<file path="src/rtl/ama_riscv_mem_arb_pkg.sv">
// rtl/ama_riscv_mem_arb_pkg.sv - shared memory-system defines and state types
package ama_riscv_mem_arb_pkg;

    localparam int MEM_ADDR_BUS         = 12;
    localparam int MEM_DATA_BUS         = 128;
    localparam int MEM_TRANSFERS_PER_CL = 4;

    typedef enum logic [1:0] {
        CACHE_IDLE,
        CACHE_LOOKUP,
        CACHE_MISS,
        CACHE_WRITEBACK
    } cache_state_t;

    typedef enum logic [1:0] {
        IDLE,
        ISSUE,
        DRAIN
    } mem_arb_state_t;

    typedef enum logic {
        OWNER_IC,
        OWNER_DC
    } mem_arb_owner_t;

endpackage

</file>
<file path="src/rtl/ama_riscv_mem_arb_if.sv">
// rtl/ama_riscv_mem_arb_if.sv - cache line ports and main-memory beat port of the arbiter
interface ama_riscv_mem_arb_if
    import ama_riscv_mem_arb_pkg::*;
#(
    parameter int AW    = MEM_ADDR_BUS,
    parameter int DW    = MEM_DATA_BUS,
    parameter int BEATS = MEM_TRANSFERS_PER_CL
);
    // icache line-read port
    logic                ic_req_valid;
    logic                ic_req_ready;
    logic [AW-1:0]       ic_req_addr;
    logic                ic_rsp_valid;
    logic [DW-1:0]       ic_rsp_data;
    logic                ic_rsp_last;

    // dcache refill / writeback port
    logic                dc_req_valid;
    logic                dc_req_ready;
    logic                dc_req_we;
    logic [AW-1:0]       dc_req_addr;
    logic [DW*BEATS-1:0] dc_req_wdata;
    logic                dc_rsp_valid;
    logic [DW-1:0]       dc_rsp_data;
    logic                dc_rsp_last;

    // main-memory beat port
    logic                mem_req_valid;
    logic                mem_req_ready;
    logic                mem_req_we;
    logic [AW-1:0]       mem_req_addr;
    logic [DW-1:0]       mem_req_wdata;
    logic                mem_rsp_valid;
    logic [DW-1:0]       mem_rsp_data;

    // arbiter side
    modport master (
        input  ic_req_valid, ic_req_addr,
        output ic_req_ready, ic_rsp_valid, ic_rsp_data, ic_rsp_last,
        input  dc_req_valid, dc_req_we, dc_req_addr, dc_req_wdata,
        output dc_req_ready, dc_rsp_valid, dc_rsp_data, dc_rsp_last,
        output mem_req_valid, mem_req_we, mem_req_addr, mem_req_wdata,
        input  mem_req_ready, mem_rsp_valid, mem_rsp_data
    );

    // caches + memory side
    modport slave (
        output ic_req_valid, ic_req_addr,
        input  ic_req_ready, ic_rsp_valid, ic_rsp_data, ic_rsp_last,
        output dc_req_valid, dc_req_we, dc_req_addr, dc_req_wdata,
        input  dc_req_ready, dc_rsp_valid, dc_rsp_data, dc_rsp_last,
        input  mem_req_valid, mem_req_we, mem_req_addr, mem_req_wdata,
        output mem_req_ready, mem_rsp_valid, mem_rsp_data
    );

endinterface

</file>
<file path="src/rtl/ama_riscv_mem_arb.sv">
// rtl/ama_riscv_mem_arb.sv - round-robin icache/dcache line arbiter onto the main-memory beat port
module ama_riscv_mem_arb
    import ama_riscv_mem_arb_pkg::*;
#(
    parameter int AW    = MEM_ADDR_BUS,
    parameter int DW    = MEM_DATA_BUS,
    parameter int BEATS = MEM_TRANSFERS_PER_CL
)(
    input  logic                 clk,
    input  logic                 rst,
    ama_riscv_mem_arb_if.master  bus
);

    localparam int CW = $clog2(BEATS);

    // DC wins only when it is the sole requester or it is its turn
    function automatic logic pick_dc(input logic ic_v, input logic dc_v, input logic dc_first);
        return dc_v && (!ic_v || dc_first);
    endfunction

    mem_arb_state_t      state;
    mem_arb_state_t      state_nxt;
    mem_arb_owner_t      owner;
    logic                we;
    logic [AW-1:0]       base_addr;
    logic [DW*BEATS-1:0] line_buf;
    logic [CW-1:0]       req_cnt;
    logic [CW-1:0]       rsp_cnt;
    logic                rr_dc_first;

    logic                grant_ic;
    logic                grant_dc;
    logic                req_hs;
    logic                req_last;
    logic                rsp_fire;
    logic                rsp_last;

    // offset bits of the line addresses are dropped by alignment
    logic                unused_addr_lsb;
    assign unused_addr_lsb = ^{bus.ic_req_addr[CW-1:0], bus.dc_req_addr[CW-1:0]};

    assign req_hs   = (state == ISSUE) && bus.mem_req_ready;
    assign req_last = (req_cnt == CW'(BEATS - 1));
    // responses are only meaningful for reads; anything else on the return bus is dropped
    assign rsp_fire = ((state == ISSUE) || (state == DRAIN)) && !we && bus.mem_rsp_valid;
    assign rsp_last = (rsp_cnt == CW'(BEATS - 1));

    // grant decision, only in IDLE and never while reset is held
    always_comb begin
        grant_dc = 1'b0;
        grant_ic = 1'b0;
        if ((state == IDLE) && !rst) begin
            grant_dc = pick_dc(bus.ic_req_valid, bus.dc_req_valid, rr_dc_first);
            grant_ic = bus.ic_req_valid && !grant_dc;
        end
    end

    // state register
    always_ff @(posedge clk or posedge rst) begin
        if (rst) begin
            state <= IDLE;
        end else begin
            state <= state_nxt;
        end
    end

    // next-state logic
    always_comb begin
        state_nxt = state;
        unique case (state)
            IDLE:    if (grant_ic || grant_dc) state_nxt = ISSUE;
            ISSUE:   if (req_hs && req_last)   state_nxt = we ? IDLE : DRAIN;
            DRAIN:   if (rsp_fire && rsp_last) state_nxt = IDLE;
            default: state_nxt = IDLE;
        endcase
    end

    // transaction context: captured on grant, counters advance per beat
    always_ff @(posedge clk or posedge rst) begin
        if (rst) begin
            owner       <= OWNER_IC;
            we          <= 1'b0;
            base_addr   <= '0;
            line_buf    <= '0;
            req_cnt     <= '0;
            rsp_cnt     <= '0;
            rr_dc_first <= 1'b1;
        end else if (grant_ic || grant_dc) begin
            owner       <= grant_dc ? OWNER_DC : OWNER_IC;
            we          <= grant_dc && bus.dc_req_we;
            base_addr   <= grant_dc ? {bus.dc_req_addr[AW-1:CW], {CW{1'b0}}}
                                    : {bus.ic_req_addr[AW-1:CW], {CW{1'b0}}};
            line_buf    <= (grant_dc && bus.dc_req_we) ? bus.dc_req_wdata : '0;
            req_cnt     <= '0;
            rsp_cnt     <= '0;
            rr_dc_first <= !grant_dc;
        end else begin
            if (req_hs) begin
                req_cnt <= req_cnt + 1'b1;
            end
            if (rsp_fire) begin
                rsp_cnt <= rsp_cnt + 1'b1;
            end
        end
    end

    // outputs: readies, memory beat request, response routing to the owner
    always_comb begin
        bus.ic_req_ready  = grant_ic;
        bus.dc_req_ready  = grant_dc;

        bus.mem_req_valid = (state == ISSUE);
        bus.mem_req_we    = (state == ISSUE) && we;
        bus.mem_req_addr  = '0;
        bus.mem_req_wdata = '0;
        if (state == ISSUE) begin
            bus.mem_req_addr = base_addr | AW'(req_cnt);
            if (we) begin
                bus.mem_req_wdata = line_buf[int'(req_cnt)*DW +: DW];
            end
        end

        bus.ic_rsp_valid  = rsp_fire && (owner == OWNER_IC);
        bus.ic_rsp_data   = bus.ic_rsp_valid ? bus.mem_rsp_data : '0;
        bus.ic_rsp_last   = bus.ic_rsp_valid && rsp_last;

        bus.dc_rsp_valid  = rsp_fire && (owner == OWNER_DC);
        bus.dc_rsp_data   = bus.dc_rsp_valid ? bus.mem_rsp_data : '0;
        bus.dc_rsp_last   = bus.dc_rsp_valid && rsp_last;
    end

endmodule

</file>
<file path="src/flat_wrapper.sv">
// flat-port wrapper written by rule: the top's interface ports become plain ports
module ama_riscv_mem_arb_flat import ama_riscv_mem_arb_pkg::*;
#(
    parameter int AW    = MEM_ADDR_BUS,
    parameter int DW    = MEM_DATA_BUS,
    parameter int BEATS = MEM_TRANSFERS_PER_CL
)
  (clk, rst, bus_ic_req_valid, bus_ic_req_addr, bus_ic_req_ready, bus_ic_rsp_valid, bus_ic_rsp_data, bus_ic_rsp_last, bus_dc_req_valid, bus_dc_req_we, bus_dc_req_addr, bus_dc_req_wdata, bus_dc_req_ready, bus_dc_rsp_valid, bus_dc_rsp_data, bus_dc_rsp_last, bus_mem_req_valid, bus_mem_req_we, bus_mem_req_addr, bus_mem_req_wdata, bus_mem_req_ready, bus_mem_rsp_valid, bus_mem_rsp_data);
  ama_riscv_mem_arb_if #(.AW(AW), .DW(DW), .BEATS(BEATS)) bus_i ();
  input  logic clk;
  input  logic rst;
  input wire logic [$bits(bus_i.ic_req_valid)-1:0] bus_ic_req_valid;
  input wire logic [$bits(bus_i.ic_req_addr)-1:0] bus_ic_req_addr;
  output wire logic [$bits(bus_i.ic_req_ready)-1:0] bus_ic_req_ready;
  output wire logic [$bits(bus_i.ic_rsp_valid)-1:0] bus_ic_rsp_valid;
  output wire logic [$bits(bus_i.ic_rsp_data)-1:0] bus_ic_rsp_data;
  output wire logic [$bits(bus_i.ic_rsp_last)-1:0] bus_ic_rsp_last;
  input wire logic [$bits(bus_i.dc_req_valid)-1:0] bus_dc_req_valid;
  input wire logic [$bits(bus_i.dc_req_we)-1:0] bus_dc_req_we;
  input wire logic [$bits(bus_i.dc_req_addr)-1:0] bus_dc_req_addr;
  input wire logic [$bits(bus_i.dc_req_wdata)-1:0] bus_dc_req_wdata;
  output wire logic [$bits(bus_i.dc_req_ready)-1:0] bus_dc_req_ready;
  output wire logic [$bits(bus_i.dc_rsp_valid)-1:0] bus_dc_rsp_valid;
  output wire logic [$bits(bus_i.dc_rsp_data)-1:0] bus_dc_rsp_data;
  output wire logic [$bits(bus_i.dc_rsp_last)-1:0] bus_dc_rsp_last;
  output wire logic [$bits(bus_i.mem_req_valid)-1:0] bus_mem_req_valid;
  output wire logic [$bits(bus_i.mem_req_we)-1:0] bus_mem_req_we;
  output wire logic [$bits(bus_i.mem_req_addr)-1:0] bus_mem_req_addr;
  output wire logic [$bits(bus_i.mem_req_wdata)-1:0] bus_mem_req_wdata;
  input wire logic [$bits(bus_i.mem_req_ready)-1:0] bus_mem_req_ready;
  input wire logic [$bits(bus_i.mem_rsp_valid)-1:0] bus_mem_rsp_valid;
  input wire logic [$bits(bus_i.mem_rsp_data)-1:0] bus_mem_rsp_data;
  assign bus_i.ic_req_valid = bus_ic_req_valid;
  assign bus_i.ic_req_addr = bus_ic_req_addr;
  assign bus_ic_req_ready = bus_i.ic_req_ready;
  assign bus_ic_rsp_valid = bus_i.ic_rsp_valid;
  assign bus_ic_rsp_data = bus_i.ic_rsp_data;
  assign bus_ic_rsp_last = bus_i.ic_rsp_last;
  assign bus_i.dc_req_valid = bus_dc_req_valid;
  assign bus_i.dc_req_we = bus_dc_req_we;
  assign bus_i.dc_req_addr = bus_dc_req_addr;
  assign bus_i.dc_req_wdata = bus_dc_req_wdata;
  assign bus_dc_req_ready = bus_i.dc_req_ready;
  assign bus_dc_rsp_valid = bus_i.dc_rsp_valid;
  assign bus_dc_rsp_data = bus_i.dc_rsp_data;
  assign bus_dc_rsp_last = bus_i.dc_rsp_last;
  assign bus_mem_req_valid = bus_i.mem_req_valid;
  assign bus_mem_req_we = bus_i.mem_req_we;
  assign bus_mem_req_addr = bus_i.mem_req_addr;
  assign bus_mem_req_wdata = bus_i.mem_req_wdata;
  assign bus_i.mem_req_ready = bus_mem_req_ready;
  assign bus_i.mem_rsp_valid = bus_mem_rsp_valid;
  assign bus_i.mem_rsp_data = bus_mem_rsp_data;
  ama_riscv_mem_arb #(.AW(AW), .DW(DW), .BEATS(BEATS)) u_core (.clk(clk), .rst(rst), .bus(bus_i));
endmodule
</file>
<file path="config.mk">
export PLATFORM = sky130hd
export DESIGN_NAME = ama_riscv_mem_arb_flat
export DESIGN_NICKNAME = d
export VERILOG_FILES = /design/src/rtl/ama_riscv_mem_arb_pkg.sv /design/src/rtl/ama_riscv_mem_arb_if.sv /design/src/rtl/ama_riscv_mem_arb.sv /design/src/flat_wrapper.sv
export SDC_FILE = /design/constraint.sdc
export NUM_CORES = 1
export LEC_CHECK = 0
export CORE_AREA = 2 2 423 425
export CTS_CLUSTER_DIAMETER = 40
export DETAILED_ROUTE_END_ITERATION = 16
export DIE_AREA = 0 0 425 427
export PLACE_DENSITY = 0.39
export SYNTH_ARGS = -nofsm -noshare
export SYNTH_HDL_FRONTEND = slang
export SYNTH_SLANG_ARGS = --single-unit
</file>
<file path="constraint.sdc">
create_clock -name clk -period 26 [get_ports clk]
set_input_delay 7.8 -clock clk [delete_from_list [all_inputs] [get_ports clk]]
set_output_delay 7.8 -clock clk [all_outputs]
set_load 0.02 [all_outputs]
</file>
==> summary.txt <==
CTS
  – Cts bufs inserted: 134
  – Post-CTS setup buffer count: 0
  – Reg clk slew, reported paths: 40 ps
  – CTS resizes: 0
  – CTS Root Cell: clkbuf_16
  – Clock Path Buffers: 3
  – Sink Count: 531
  – H-tree level count: 4
  – CTS tree: done
  – Cts hold-fix bufs: 0
  – Clock latency on the worst-skew pair: 770 ps

Synth
  – FFs w/ async S/R, synth: 100%
  – Post-synthesis sequential area ratio: 54.1%
  – Largest cells by area after synthesis: dfrtp_1 54%, a22o_1 18%, mux4_2 12%
  – Mapped Area: 0.0246 mm^2
  – Cell accounting for the most synthesized area: dfrtp_1
  – Netlist cell types: 33
  – Yosys reg bits: 531
  – Synth top cells by count: 530 x dfrtp_1, 512 x a22o_1, 270 x and2_1
  – Syn nets: 2526
  – Dominant synthesized flop cell: dfrtp_1
  – Syn. warnings: 0
  – Top-count cell post-synth: dfrtp_1
  – Post-Syn Instances: 1849
  – Post-synth EDFFs: 0
  – Syn_area_per_cell: 13.3 um^2
  – Share of Yosys cell area claimed by the top area cell type: 54.0%

Place
  – RePlAce Congestion: 0.861
  – Port bufs: 1070
  – DP HPWL: 114000 um

Drt
  – 1st-iter DRT viols: 1815
  – Antenna viol nets, final: 0
  – Vias per cell: 4.01
  – Initial DRT Pass Iterations: 5
  – Average wire per cell in the routed design: 27.6 um
  – Drt total wl: 150000 um
  – Vias: 21702
  – Remaining DRCs: 0

Run
  – Max-Cap Viols: 0

Floorplan
  – Row count: 155
  – Die area: 0.181 mm^2
  – Starting Density: 13.9%
  – Die height: 427 um
  – Ports: 1075
  – DIE WIDTH: 425 um
  – Core area: 0.177 mm^2

Worst hold path
  – Worst hold path type: flop to flop

Cells and area
  – Area of the multi-input gates: 0.0104 mm^2
  – Layout cell share with drive strength beyond 1: 13.1%
  – Final net count: 3557
  – Fillers: 18880
  – P&R area growth vs syn: 72.3%
  – Reg area: 0.0133 mm^2

STA
  – Hold Violations, Final: 0
  – Clk_skew: 34.7 ps
  – Tcrit/Tclk final: 71.9%
  – Final setup violating endpoints: 0
  – Fmax achieved: 0.0535 GHz
  – Max-slew headroom: 21.9%
  – Fin. max-slew vios: 0
  – Min Tclk post-route: 18680 ps
  – Setup TNS: 0 ps
  – RSZ-0062 raised after global routing: false
  – Worst-Margin Slew: 1170 ps

Power
  – Power Dens Cells: 103 mW/mm^2
  – Worst VDD drop: 0.0524 mV
  – Total power: 4.37 mW
  – Leakage power: 17.8 nW

GRT
  – Largest net degree at the start of global routing: 171
  – Gr ovfl total: 0
  – Initial antenna violation count: 89
  – Gr usage total: 15.8%
  – First-pass GRT wire length: 195000 um
  – Vias in the first global route: 21973

Outcome
  – Status: finished clean

Setup path
  – Critical Path Most Common Cell: clkdlybuf4s50_1
  – CP Class: primary input to output pin
  – Arr. time, crit path: 10880 ps
  – Slowest library cell on the worst path: clkdlybuf4s50_1
  – Crit-path max FO: 116
  – Setup crit start kind: primary input
  – Critical path's largest stage delay: 1060 ps
  – Worst Setup End Kind: output pin
  – Cell breakdown of the critical path: clkdlybuf4s50_1, nand3b_1, nor2_4, buf_4, and2_1, clkdlybuf4s50_1
  – CP Data Required Time: 18200 ps
-- layer usage --
layer | global-route usage [%] | routed length, um | up-vias
met3 | 9.80 | 18900 | 232
met2 | 22.2 | 65200 | 1030
met4 | 5.86 | 3970 | 34
met5 | 1.24 | 446 | -
li1 | - | - | 9279
met1 | 19.1 | 61100 | 11127
-- placed cells by master, fill, tap and decap left out, types with 2 or more instances in the layout --
| master | n |
|---|---|
| clkdlybuf4s50_1 | 1070 |
| dfrtp_1 | 527 |
| a22o_1 | 512 |
| and2_1 | 269 |
| clkbuf_16 | 135 |
| and3_1 | 129 |
| mux4_2 | 128 |
| diode_2 | 69 |
| clkinv_2 | 26 |
| buf_4 | 26 |
| clkbuf_1 | 22 |
| clkinvlp_4 | 19 |
| clkbuf_8 | 18 |
| a21oi_1 | 14 |
| nor2_1 | 14 |
| mux2i_1 | 11 |
| bufinv_16 | 9 |
| nand2_1 | 8 |
| ha_1 | 6 |
| clkinv_16 | 6 |
| inv_1 | 4 |
| clkinv_8 | 4 |
| inv_16 | 3 |
| buf_12 | 3 |
| dfrtp_4 | 3 |
| nand2b_1 | 2 |
| nor2_4 | 2 |
-- worst paths after layout --
| kind | from | to | slack, ps | depth (start not counted) |
|---|---|---|---|---|
| max | bus_mem_rsp_valid | bus_ic_rsp_data[39] | 7320 | 6 |
| min | u_core.line_buf[282] | u_core.line_buf[282] | 490 | 1 |
| max reg2reg | u_core.state[0] | u_core.line_buf[258] | 21100 | 10 |
| min reg2reg | u_core.line_buf[282] | u_core.line_buf[282] | 490 | 1 |
| max in group asynchronous | rst | u_core.line_buf[203] | 15500 | 5 |
| min in group asynchronous | rst | u_core.base_addr[11] | 7680 | 2 |
-- cells by family after synthesis --
logic type / synth area share [%]
AO/OA/AOI/OAI: 18.7
XOR/XNOR: 0.0713
adder cells (fa/ha/maj): 0.305
buffers and inverters: 3.84
flip-flops: 54.1
multiplexers: 12.2
AND/OR/NAND/NOR: 10.8
-- cell type report --
type,count,area share [%]
flip-flops and latches,531,31.4
repair buffers,1099,25.9
multi-input cells,1109,24.5
clock buffers,175,8.76
well taps,2355,6.96
clock inverters,69,2.04
diodes,69,0.408
inverters,5,0.0620
-- flip-flops by register name (all words and copies together), names as in the netlist --
name and cells:
u_core.line_buf 512, u_core.base_addr 10, u_core.req_cnt 2, u_core.rsp_cnt 2, u_core.state 2, u_core.owner 1, u_core.rr_dc_first 1, u_core.we 1
-- per-stage QoR --
stage	setup WS (ps)	hold WS, ps	utilization (%)	cell area, um^2	std cells
floorplan	3360	467	-	24600	1849
global placement	7450	484	21.2	37600	5099
detailed placement	7410	485	21.2	37600	5099
CTS	7410	499	23.8	42200	5343
global route	7200	504	23.9	42300	5384
finish	7320	495	23.9	42400	5412
-- power by group --
group / total, mW / switching, mW / internal [mW]
Combinational: 1.35 / 0.652 / 0.698
Clock: 1.68 / 0.579 / 1.10
Sequential: 1.34 / 0.224 / 1.11
Total: 4.37 / 1.46 / 2.91
-- worst max-delay path: cells and delay by family --
| kind | cells | cell delay [ps] |
|---|---|---|
| and+or+nand+nor | 3 | 700 |
| buffers and inverters | 3 | 2320 |
Power figures use the tool's default switching activity.
